**src/rtl/cpu_isa_pkg.sv**
```systemverilog
// Shared 16-bit instruction set definitions used by the loader (encode) and the CPU (decode).
package cpu_isa_pkg;

   localparam int unsigned INSTR_W = 16;
   localparam int unsigned OP_W    = 4;
   localparam int unsigned REG_W   = 3;

   localparam int unsigned OP_MSB  = 15;
   localparam int unsigned OP_LSB  = 12;
   localparam int unsigned RD_MSB  = 11;
   localparam int unsigned RD_LSB  = 9;
   localparam int unsigned RS1_MSB = 8;
   localparam int unsigned RS1_LSB = 6;
   localparam int unsigned RS2_MSB = 5;
   localparam int unsigned RS2_LSB = 3;

   localparam logic [OP_W-1:0] OP_NOP     = 4'b0000;
   localparam logic [OP_W-1:0] OP_ADD     = 4'b0001;
   localparam logic [OP_W-1:0] OP_SUB     = 4'b0010;
   localparam logic [OP_W-1:0] OP_AND     = 4'b0011;
   localparam logic [OP_W-1:0] OP_OR      = 4'b0100;
   localparam logic [OP_W-1:0] OP_XOR     = 4'b0101;
   localparam logic [OP_W-1:0] OP_NOWRITE = 4'b1001;

   typedef struct packed {
      logic [OP_W-1:0]  op;
      logic [REG_W-1:0] rd;
      logic [REG_W-1:0] rs1;
      logic [REG_W-1:0] rs2;
   } instr_fields_t;

   typedef enum logic [1:0] {
      IDLE = 2'd0,
      LOAD = 2'd1,
      DONE = 2'd2,
      ERR  = 2'd3
   } ld_state_e;

endpackage

```
**src/rtl/instr_field_pack.sv**
```systemverilog
// Combinational packer: decoded fields -> 16-bit instruction word.
// Opcodes without write-back carry a zero rd field.
module instr_field_pack
   import cpu_isa_pkg::*;
#(
   parameter logic [OP_W-1:0] NOWRITE_OP = OP_NOWRITE
) (
   input  instr_fields_t      fields,
   output logic [INSTR_W-1:0] word_c
);

   always_comb begin
      word_c                   = '0;
      word_c[OP_MSB:OP_LSB]    = fields.op;
      word_c[RD_MSB:RD_LSB]    = (fields.op == NOWRITE_OP) ? REG_W'(0) : fields.rd;
      word_c[RS1_MSB:RS1_LSB]  = fields.rs1;
      word_c[RS2_MSB:RS2_LSB]  = fields.rs2;
   end

endmodule

```
**src/rtl/instr_loader.sv**
```systemverilog
// Instruction loader: accepts decoded field beats, encodes them and writes
// instruction memory sequentially. Optional running XOR checksum: INSTR_LOADER_CKSUM_EN.
module instr_loader
   import cpu_isa_pkg::*;
#(
   parameter int unsigned     ADDR_W     = 8,
   parameter logic [OP_W-1:0] NOWRITE_OP = OP_NOWRITE
) (
   input  logic                  clk,
   input  logic                  rst,
   input  logic                  start,
   input  logic                  in_valid,
   output logic                  in_ready,
   input  logic [OP_W-1:0]       in_opcode,
   input  logic [REG_W-1:0]      in_rd,
   input  logic [REG_W-1:0]      in_rs1,
   input  logic [REG_W-1:0]      in_rs2,
   input  logic                  in_last,
   output logic                  mem_we,
   output logic [ADDR_W-1:0]     mem_addr,
   output logic [INSTR_W-1:0]    mem_wdata,
   output logic                  cpu_hold,
   output logic                  done,
   output logic                  err,
   output logic [ADDR_W:0]       instr_count
`ifdef INSTR_LOADER_CKSUM_EN
   ,
   output logic [INSTR_W-1:0]    cksum
`endif
);

   localparam int unsigned       CNT_W    = ADDR_W + 1;
   localparam logic [ADDR_W-1:0] PTR_LAST = '1;

   ld_state_e            state_q, state_d;
   logic [ADDR_W-1:0]    ptr_q, ptr_d;
   logic [CNT_W-1:0]     cnt_q, cnt_d;
   logic                 in_ready_q, in_ready_d;
   logic                 mem_we_q, mem_we_d;
   logic [ADDR_W-1:0]    mem_addr_q, mem_addr_d;
   logic [INSTR_W-1:0]   mem_wdata_q, mem_wdata_d;
   logic                 cpu_hold_q, cpu_hold_d;
   logic                 done_q, done_d;
   logic                 err_q, err_d;
`ifdef INSTR_LOADER_CKSUM_EN
   logic [INSTR_W-1:0]   cksum_q, cksum_d;
`endif

   instr_fields_t        fields_c;
   logic [INSTR_W-1:0]   word_c;
   logic                 accept_c;

   assign fields_c = '{op: in_opcode, rd: in_rd, rs1: in_rs1, rs2: in_rs2};
   assign accept_c = in_valid & in_ready_q;

   instr_field_pack #(
      .NOWRITE_OP (NOWRITE_OP)
   ) u_pack (
      .fields (fields_c),
      .word_c (word_c)
   );

   // Next-state and registered-output logic.
   always_comb begin
      state_d     = state_q;
      ptr_d       = ptr_q;
      cnt_d       = cnt_q;
      in_ready_d  = in_ready_q;
      mem_we_d    = 1'b0;
      mem_addr_d  = mem_addr_q;
      mem_wdata_d = mem_wdata_q;
      cpu_hold_d  = cpu_hold_q;
      done_d      = done_q;
      err_d       = err_q;
`ifdef INSTR_LOADER_CKSUM_EN
      cksum_d     = cksum_q;
`endif

      case (state_q)
         IDLE, DONE, ERR: begin
            if (start) begin
               state_d    = LOAD;
               ptr_d      = '0;
               cnt_d      = '0;
               done_d     = 1'b0;
               err_d      = 1'b0;
               in_ready_d = 1'b1;
               cpu_hold_d = 1'b1;
`ifdef INSTR_LOADER_CKSUM_EN
               cksum_d    = '0;
`endif
            end
         end
         LOAD: begin
            if (accept_c) begin
               mem_we_d    = 1'b1;
               mem_addr_d  = ptr_q;
               mem_wdata_d = word_c;
               ptr_d       = ptr_q + ADDR_W'(1);
               cnt_d       = cnt_q + CNT_W'(1);
`ifdef INSTR_LOADER_CKSUM_EN
               cksum_d     = cksum_q ^ word_c;
`endif
               if (in_last) begin
                  state_d    = DONE;
                  done_d     = 1'b1;
                  cpu_hold_d = 1'b0;
                  in_ready_d = 1'b0;
               end else if (ptr_q == PTR_LAST) begin
                  // Last slot filled without end of program: stop and keep CPU held.
                  state_d    = ERR;
                  err_d      = 1'b1;
                  in_ready_d = 1'b0;
               end
            end
         end
         default: begin
            state_d    = IDLE;
            in_ready_d = 1'b0;
         end
      endcase
   end

   always_ff @(posedge clk or posedge rst) begin
      if (rst) begin
         state_q     <= IDLE;
         ptr_q       <= '0;
         cnt_q       <= '0;
         in_ready_q  <= 1'b0;
         mem_we_q    <= 1'b0;
         mem_addr_q  <= '0;
         mem_wdata_q <= '0;
         cpu_hold_q  <= 1'b0;
         done_q      <= 1'b0;
         err_q       <= 1'b0;
`ifdef INSTR_LOADER_CKSUM_EN
         cksum_q     <= '0;
`endif
      end else begin
         state_q     <= state_d;
         ptr_q       <= ptr_d;
         cnt_q       <= cnt_d;
         in_ready_q  <= in_ready_d;
         mem_we_q    <= mem_we_d;
         mem_addr_q  <= mem_addr_d;
         mem_wdata_q <= mem_wdata_d;
         cpu_hold_q  <= cpu_hold_d;
         done_q      <= done_d;
         err_q       <= err_d;
`ifdef INSTR_LOADER_CKSUM_EN
         cksum_q     <= cksum_d;
`endif
      end
   end

   assign in_ready    = in_ready_q;
   assign mem_we      = mem_we_q;
   assign mem_addr    = mem_addr_q;
   assign mem_wdata   = mem_wdata_q;
   assign cpu_hold    = cpu_hold_q;
   assign done        = done_q;
   assign err         = err_q;
   assign instr_count = cnt_q;
`ifdef INSTR_LOADER_CKSUM_EN
   assign cksum       = cksum_q;
`endif

endmodule
```
**config.mk**
```make
export PLATFORM = sky130hd
export DESIGN_NAME = instr_loader
export DESIGN_NICKNAME = d
export VERILOG_FILES = /design/src/rtl/cpu_isa_pkg.sv /design/src/rtl/instr_field_pack.sv /design/src/rtl/instr_loader.sv
export SDC_FILE = /design/constraint.sdc
export NUM_CORES = 1
export LEC_CHECK = 0
export BUFFER_PORTS_ARGS = -buffer_cell sky130_fd_sc_hd__buf_2
export CORE_MARGIN = 2
export CORE_UTILIZATION = 50
export CTS_CLUSTER_DIAMETER = 200
export CTS_CLUSTER_SIZE = 16
export DETAILED_ROUTE_END_ITERATION = 10
export PLACE_DENSITY = 0.77
export SLEW_MARGIN = 5
export SYNTH_ARGS = -nofsm -noshare
export SYNTH_HDL_FRONTEND = slang
export SYNTH_SLANG_ARGS = --single-unit
```
**constraint.sdc**
```tcl
create_clock -name clk -period 2.9 [get_ports clk]
set_clock_uncertainty 0.2 [all_clocks]
set_input_delay 0.29 -clock clk [delete_from_list [all_inputs] [get_ports clk]]
set_output_delay 0.29 -clock clk [all_outputs]
set_load 0.1 [all_outputs]
```
# After elaboration in Yosys (flattened, before gate mapping)
# Index checks and enable logic that the tools add are counted.
# Widths: inputs -> output; s select.
[op_classes] add_sub_neg=2 n_eq_ne=11 muxes=30 n_bitwise=1 reduce_logical=7
[op_table] cell="$mux 9" n=2
[op_table] cell="$pmux 9 s2" n=1
[op_table] cell="$mux 8" n=2
[op_table] cell="$pmux 8 s2" n=1
[op_table] cell="$mux 1" n=14
[op_table] cell="$ne 2x2->1 const B" n=5
[op_table] cell="$add 9x1->9 const B" n=1
[op_table] cell="$add 8x1->8 const B" n=1
[op_table] cell="$eq 8x8->1 const B" n=1
[op_table] cell="$mux 2" n=4
[op_table] cell="$pmux 1 s2" n=4
[op_table] cell="$reduce_and 3->1" n=2
[op_table] cell="$eq 2x2->1 const B" n=2
[op_table] cell="$eq 4x4->1 const B" n=1
[op_table] cell="$pmux 2 s2" n=1
[op_table] cell="$reduce_and 2->1" n=2
[op_table] cell="$reduce_and 4->1" n=1
[op_table] cell="$mux 3" n=1
[op_table] cell="$ne 3x3->1 const B" n=1
[op_table] cell="$reduce_or 3->1" n=1
[op_table] cell="$eq 2x1->1 const B" n=1
[op_table] cell="$logic_not 2->1" n=1
[op_table] cell="$and 1x1->1" n=1
[totals] regBits=45 inputBits=18 output_inout_bits=38 elab_cells=61

# Longest topological paths before layout
# Gate-level depths: netlist of the first run.
[logic_depth] depth_word=5 depth_mapped=6

# By module
# Synthesis of the first run repeated with hierarchy kept, for this count alone.
[hier_totals] hier_cells=225 hier_area_um2=2138.3
[by_module_without_submodules] mod="instr_loader" n_inst=1 cells_each=207 area_per_inst_um2=2005.7 seq_area_each_um2=1201.2
[by_module_without_submodules] mod="instr_field_pack" n_inst=1 cells_each=18 area_per_inst_um2=132.6 seq_area_each_um2=0.0

# Worst setup path after synthesis of the first run
# Ideal clock, no wire load.
[synth_timing] path_kind="reg2reg" startpoint="register cnt_q[0] (netlist: instr_count[0])" endpoint="register cnt_q[8] (netlist: instr_count[8])" arrival_ns=1.928 t_required_ns=2.532 setup_slack_ns=0.604 stages_incl_launch_ff=6 path_cell_list="dfrtp_1 > ha_1 > and3_1 > and3_1 > nand4_1 > mux2i_1"
[synth_between] elab_chain_len=3
[synth_rtl] item="from (decl)" line="instr_loader.sv:37" source="logic [CNT_W-1:0] cnt_q, cnt_d;"
[synth_rtl] item="from (signal assigned)" line="instr_loader.sv:142" source="cnt_q <= cnt_d;"
[synth_rtl] item="$add 9x1->9" line="instr_loader.sv:100" source="cnt_d = cnt_q + CNT_W'(1);"
[synth_rtl] item="$mux 9" line="instr_loader.sv:95" source="if (accept_c) begin"
[synth_rtl] item="$pmux 9 s2" line="instr_loader.sv:79" source="case (state_q)"
# Every way passes these cells. The select of a mux whose other input is x is not followed.
# A chain may end at the register's enable or synchronous reset.

# Worst setup path in the final report of the first run
[layout_timing] startpoint="register state_q[1]" endpoint="register ptr_q[4]"
[layout_between] elab_chain_len=4 word_cells_on_any_way=9
[layout_rtl] item="from (decl)" line="instr_loader.sv:35" source="ld_state_e state_q, state_d;"
[layout_rtl] item="from (signal assigned)" line="instr_loader.sv:140" source="state_q <= state_d;"
[layout_rtl] item="$eq 2x2->1 or $logic_not 2->1 (tied branches)" line="instr_loader.sv:79"
[layout_rtl] item="$reduce_or 3->1" line="instr_loader.sv:79"
[layout_rtl] item="$ne 2x2->1 (no source line)"
[layout_rtl] item="$reduce_and 2->1 (no source line)"
[layout_rtl] item="to (signal assigned)" line="instr_loader.sv:141" source="ptr_q <= ptr_d;"
[layout_rtl] item="to (decl)" line="instr_loader.sv:36" source="logic [ADDR_W-1:0] ptr_q, ptr_d;"
# Several ways; a longest one is shown, not always the timed one.

==> impl_results.md, run 1 <==
* Avg Cell Area, Syn at 9.71 um^2
* Final hold viol count at 45
* Die Span X at 66.5 um
* Crit. End Element: flop
* Critical Path AT at 1.82 ns
* Worst skew pair latency at 0.30 ns
* PostCTS Resize Cnt at 0
* CTS H-tree depth at 2
* 1st-iter DRT viols at 96
* Final nets at 283
* Residual DRC count at 0
* Synth top area share at 57.7%
* Clk sinks at 45
* First-pass GRT wire length at 6.66 mm
* Crit Path Category: reg2reg
* Clock Path Buffers at 2
* Largest fanout on the critical path at 36
* Row Count at 22
* Max Fclk at 546 MHz
* Synthesis-to-finish area growth at 24.4%
* Largest net degree at the start of global routing at 46
* Boundary pin count at 56
* Initial Util at 52.5%
* #FFs+latches synth at 45
* Proportion of layout cells with a drive suffix above 1 at 25.0%
* Status: finished with violations
* Antenna Cells at 0
* Syn Inst Count at 201
* Unique masters post-synth at 32
* RSZ-0062 raised after global routing: no
* Least-Margin Pin Slew at 0.902 ns
* Synth warnings at 0
* Worst reg-to-reg path cell count at 5
* Avg WL per Cell at 12.8 um
* Endpoints failing setup at 0
* Most common cell after layout, fill and taps aside: nand2_1
* Placer Congestion at 0.715
* Area leader, netlist: dfrtp_1
* Sum Neg Setup Slack at 0 ns
* Routed Antenna Nets at 0
* Cts bufs inserted at 5
* Via density at 5.13
* Hold Path Class: in2async
* Failing checks: negative hold slack
* Grt ovf at 0
* DR pass1 iterations at 4
* CTS tree: done
* Synthesized cell area at 1950 um^2
* Root buffer cell: clkbuf_8
* Hold_ws at -0.0263 ns
* CP Data Required Time at 2.89 ns
* Routed via count at 1602
* Chip Height at 66.5 um
* Slew margin rel. at 39.8%
* Startpoint types: flop
* Final min period at 1.83 ns
* Most frequent cells in the layout: nand2_1 (73), buf_2 (52), dfrtp_1 (45)
* Slew Viols, Final at 0
* Crit share post-route at 63.2%
* Sequential cell area fraction in the yosys report at 57.7%
* Total Wirelength at 3.98 mm
* Top post-synthesis cells by area: dfrtp_1 (58%), nand2_1 (14%), o21ai_1 (3.6%)
* Number of global-route vias before repair at 1479
* All-Layer GR Usage at 20.1%
* Buffers on Ports at 52
* Clock transition at path regs at 0.08 ns
* Post-DP HPWL at 2.57 mm
* Max Cap Violations at 0
* Die Area at 4420 um^2
* Initial antenna violation count at 0
* Placeable Area at 3720 um^2
[path summary, 6_finish.rpt]
| kind | startpoint | to | slack (ns) |
|---|---|---|---|
| max | state_q[1]$_DFFE_PP0P_ | ptr_q[4]$_DFFE_PP0P_ | 1.07 |
| min | rst | mem_wdata[6]$_DFFE_PP0P_ | -0.03 |
| max reg2reg | state_q[1]$_DFFE_PP0P_ | ptr_q[4]$_DFFE_PP0P_ | 1.07 |
| min reg2reg | instr_count[8]$_DFFE_PP0P_ | instr_count[8]$_DFFE_PP0P_ | 0.27 |
| max in group asynchronous | rst | err$_DFFE_PP0P_ | 1.95 |
| min in group clk | in_rd[1] | mem_wdata[10]$_DFFE_PP0P_ | 0 |
[synthesized netlist by cell type, drive strengths merged]
cell and instances:
nand2 73, dfrtp 45, o21ai 17, nor2 11
buf 8, nand4 6, a22o 5, a31oi 4
inv 4, a21oi 3, mux2i 3, nand3 3
and3 2, clkbuf 2, ha 2, nand2b 2
o21a 2, conb 1, nand4b 1, nor3 1
nor4 1, nor4bb 1, o311ai 1, o41ai 1
xnor2 1, xor2 1
[state kept, by name (all words and copies together), names as in the netlist]
name,count
mem_wdata,13
instr_count,9
mem_addr,8
ptr_q,8
state_q,2
cpu_hold,1
done,1
err,1
in_ready,1
mem_we,1
[layer usage]
metal / GRT usage, % / part of all wire [%]
met5: 0 / 0
met4: 6.12 / 1.4
met3: 6.08 / 5.6
met2: 31.9 / 47
met1: 26.5 / 46
[critical path, stage by stage, from the launching register on]
cell and delay (ns):
dfrtp_1 0.40, nand4b_4 0.32, inv_4 0.36, a21oi_2 0.16
o21ai_0 0.19, o21ai_1 0.08
[per-stage QoR]
step	cells	area (um^2)	setup WS, ns	hold WS [ns]	utilization (%)
detailed placement	294	2210	1.08	0.262	59.5
global route	312	2430	0.938	0.00460	65.3
floorplan	203	1960	0.604	0.186	-
finish	312	2430	1.07	-0.0263	65.3
global placement	294	2210	1.13	0.257	59.5
CTS	312	2430	1.07	0.000674	65.3
[logic make-up after synthesis]
logic type / synth area share [%]
AO/OA/AOI/OAI: 10.9
XOR/XNOR: 0.898
adder cells (fa/ha/maj): 1.28
buffers and inverters: 4.81
flip-flops: 57.7
multiplexers: 1.54
other: 0.192
AND/OR/NAND/NOR: 22.7
[area by class of cell]
type | count | area (um^2)
flip-flops and latches | 45 | 1130
fillers | 325 | 1290
inverters | 4 | 17.5
repair buffers | 63 | 368
clock inverters | 1 | 30.0
multi-input cells | 144 | 739
clock buffers | 7 | 86.3
well taps | 48 | 60.1
[what timing repair did]
item                                   4_1_cts  5_1_grt
buffers inserted                             0        0
hold buffers                                10        0
endpoints found under the hold margin       10        0
setup endpoints to repair                    0        0
Power of run 1 is left out: the tool's default activity adds up to more than one toggle a clock period on the data nets, which glitch-free logic cannot reach.
==> inputs of run 2 (changes only) <==
- CORE_UTILIZATION: 50 -> 46
- PLACE_DENSITY: 0.77 -> 0.75
- clock period: 2.9 -> 1.5 ns (I/O delays scaled with it)
==> impl_results.md, run 2 (synthesized netlist as in run 1, its figures left out) <==
* Status: finished with violations (unchanged)
* Failing checks: negative setup slack (was negative hold slack)
* Largest net degree at the start of global routing at 20 (was 46)
* CTS H-tree depth at 2 (unchanged)
* Max Fclk at 651 MHz (was 546 MHz)
* CP Data Required Time at 1.53 ns (was 2.89 ns)
* DR pass1 iterations at 4 (unchanged)
* Chip Height at 69.1 um (was 66.5 um)
* Grt ovf at 0 (unchanged)
* Hold_ws at 0.145 ns (was -0.0263 ns)
* Proportion of layout cells with a drive suffix above 1 at 39.5% (was 25.0%)
* 1st-iter DRT viols at 100 (was 96)
* Root buffer cell: clkbuf_8 (unchanged)
* Non-filler cells, final at 344 (was 312)
* CTS tree: done (unchanged)
* Slew Viols, Final at 0 (unchanged)
* Most common cell after layout, fill and taps aside: nand2_1 (unchanged)
* Most frequent cells in the layout: nand2_1 (70), buf_2 (43), dfrtp_1 (36) (was nand2_1 (73), buf_2 (52), dfrtp_1 (45))
* Synthesis-to-finish area growth at 47.8% (was 24.4%)
* Die Span X at 69.1 um (was 66.5 um)
* Setup WS post-layout at -0.0369 ns (was 1.07 ns)
* Crit. End Element: flop (unchanged)
* Placed cell count at 318 (was 294)
* Crit share post-route at 102% (was 63.2%)
* Residual DRC count at 0 (unchanged)
* Avg WL per Cell at 13.9 um (was 12.8 um)
* Crit Path Category: reg2reg (unchanged)
* Design Power at 6400 uW
* Final nets at 313 (was 283)
* Initial antenna violation count at 0 (unchanged)
* All-Layer GR Usage at 20.7% (was 20.1%)
* Via density at 5.10 (was 5.13)
* Largest fanout on the critical path at 3 (was 36)
* Largest register FFs at 13 (unchanged)
* VDD IR max at 1.91 mV
* Clock Path Buffers at 2 (unchanged)
* Placeable Area at 4030 um^2 (was 3720 um^2)
* Number of global-route vias before repair at 1766 (was 1479)
* Initial Util at 48.4% (was 52.5%)
* Boundary pin count at 56 (unchanged)
* Clk sinks at 45 (unchanged)
* PD cells at 2220 nW/um^2
* First-pass GRT wire length at 8.02 mm (was 6.66 mm)
* Critical Path AT at 1.56 ns (was 1.82 ns)
* Startpoint types: flop (unchanged)
* Sum Neg Setup Slack at -0.0747 ns (was 0 ns)
* Final min period at 1.54 ns (was 1.83 ns)
* Max Cap Violations at 0 (unchanged)
* Total Wirelength at 4.79 mm (was 3.98 mm)
* Row Count at 23 (was 22)
* Leak at 0.00147 uW
* RSZ-0062 raised after global routing: yes (was no)
* Endpoints failing setup at 3 (was 0)
* Worst slack at placement at -0.0937 ns (was 1.08 ns)
* Cts bufs inserted at 5 (unchanged)
* Clock transition at path regs at 0.08 ns (about the same)
* Buffers on Ports at 52 (unchanged)
* Hold Path Class: in2async (unchanged)
* Routed via count at 1753 (was 1602)
* Worst skew pair latency at 0.30 ns (about the same)
* Final hold viol count at 0 (was 45)
* Routed Antenna Nets at 0 (unchanged)
* Antenna Cells at 0 (unchanged)
* Placer Congestion at 0.747 (was 0.715)
* Die Area at 4780 um^2 (was 4420 um^2)
* Post-DP HPWL at 3.10 mm (was 2.57 mm)
[run 2: cell types whose count changed in the layout (fill, tap and decap cells not counted), moves of 3 or more]
cell	delta
clkbuf_4	+4
buf_2	-9
buf_12	+6
buf_4	+19
dlygate4sd3_1	+6
dfrtp_1	-9
dfrtp_2	+6
dfrtp_4	+3
nand2_2	+3
nand2_1	-3
buf_6	+3
[run 2: worst max-delay path, cell delays in order (launching register included)]
cell     delay, ns
dfrtp_4       0.49
ha_4          0.17
and3_4        0.17
and3_4        0.18
nand4_1       0.08
mux2i_1       0.18
[run 2: per-layer routing]
layer	GRT usage, %	wire, um
met5	0	0
met4	6.54	97
met3	5.26	239
met2	35.7	2510
met1	25.5	1940
[run 2: per-stage QoR]
step	instance area (um^2)	util [%]
global route	2880	71.6
global placement	2510	62.4
floorplan	2020	-
CTS	2780	69.0
finish	2880	71.6
detailed placement	2510	62.4
[run 2: report_power, final]
group	internal (uW)	leakage [uW]	switching, uW	total [uW]
registers	1560	0.000576	216	1780
logic	980	0.000848	2920	3900
clock network	323	0.0000450	392	715
total	2860	0.00147	3530	6400
[run 2: final cells by class]
| type | instances | area [um^2] |
|---|---|---|
| clock inverters | 2 | 10.0 |
| fillers | 283 | 1140 |
| multi-input cells | 144 | 852 |
| flip-flops and latches | 45 | 1140 |
| clock buffers | 6 | 72.6 |
| repair buffers | 93 | 724 |
| well taps | 50 | 62.6 |
| inverters | 4 | 17.5 |
[run 2: worst paths after layout]
kind	to	cells after the start	slack, ns	start
max	instr_count[8]$_DFFE_PP0P_	5	-0.04	instr_count[0]$_DFFE_PP0P_
min	mem_wdata[13]$_DFFE_PP0P_	3	0.14	rst
max reg2reg	instr_count[8]$_DFFE_PP0P_	5	-0.04	instr_count[0]$_DFFE_PP0P_
min reg2reg	mem_addr[5]$_DFFE_PP0P_	2	0.27	mem_addr[5]$_DFFE_PP0P_
max in group asynchronous	mem_addr[0]$_DFFE_PP0P_	4	0.47	rst
min in group clk	mem_we$_DFF_PP0_	4	0.19	in_valid
[run 2: timing repair]
action / 4_1_cts / 5_1_grt
gates resized for setup: 6 / 20
buffers inserted: 0 / 2
hold endpoints to repair: 63 / 0
hold buffers: 16 / 0
setup endpoints to repair: 5 / 25
pin swaps: 3 / 3
Power figures use the tool's default switching activity.
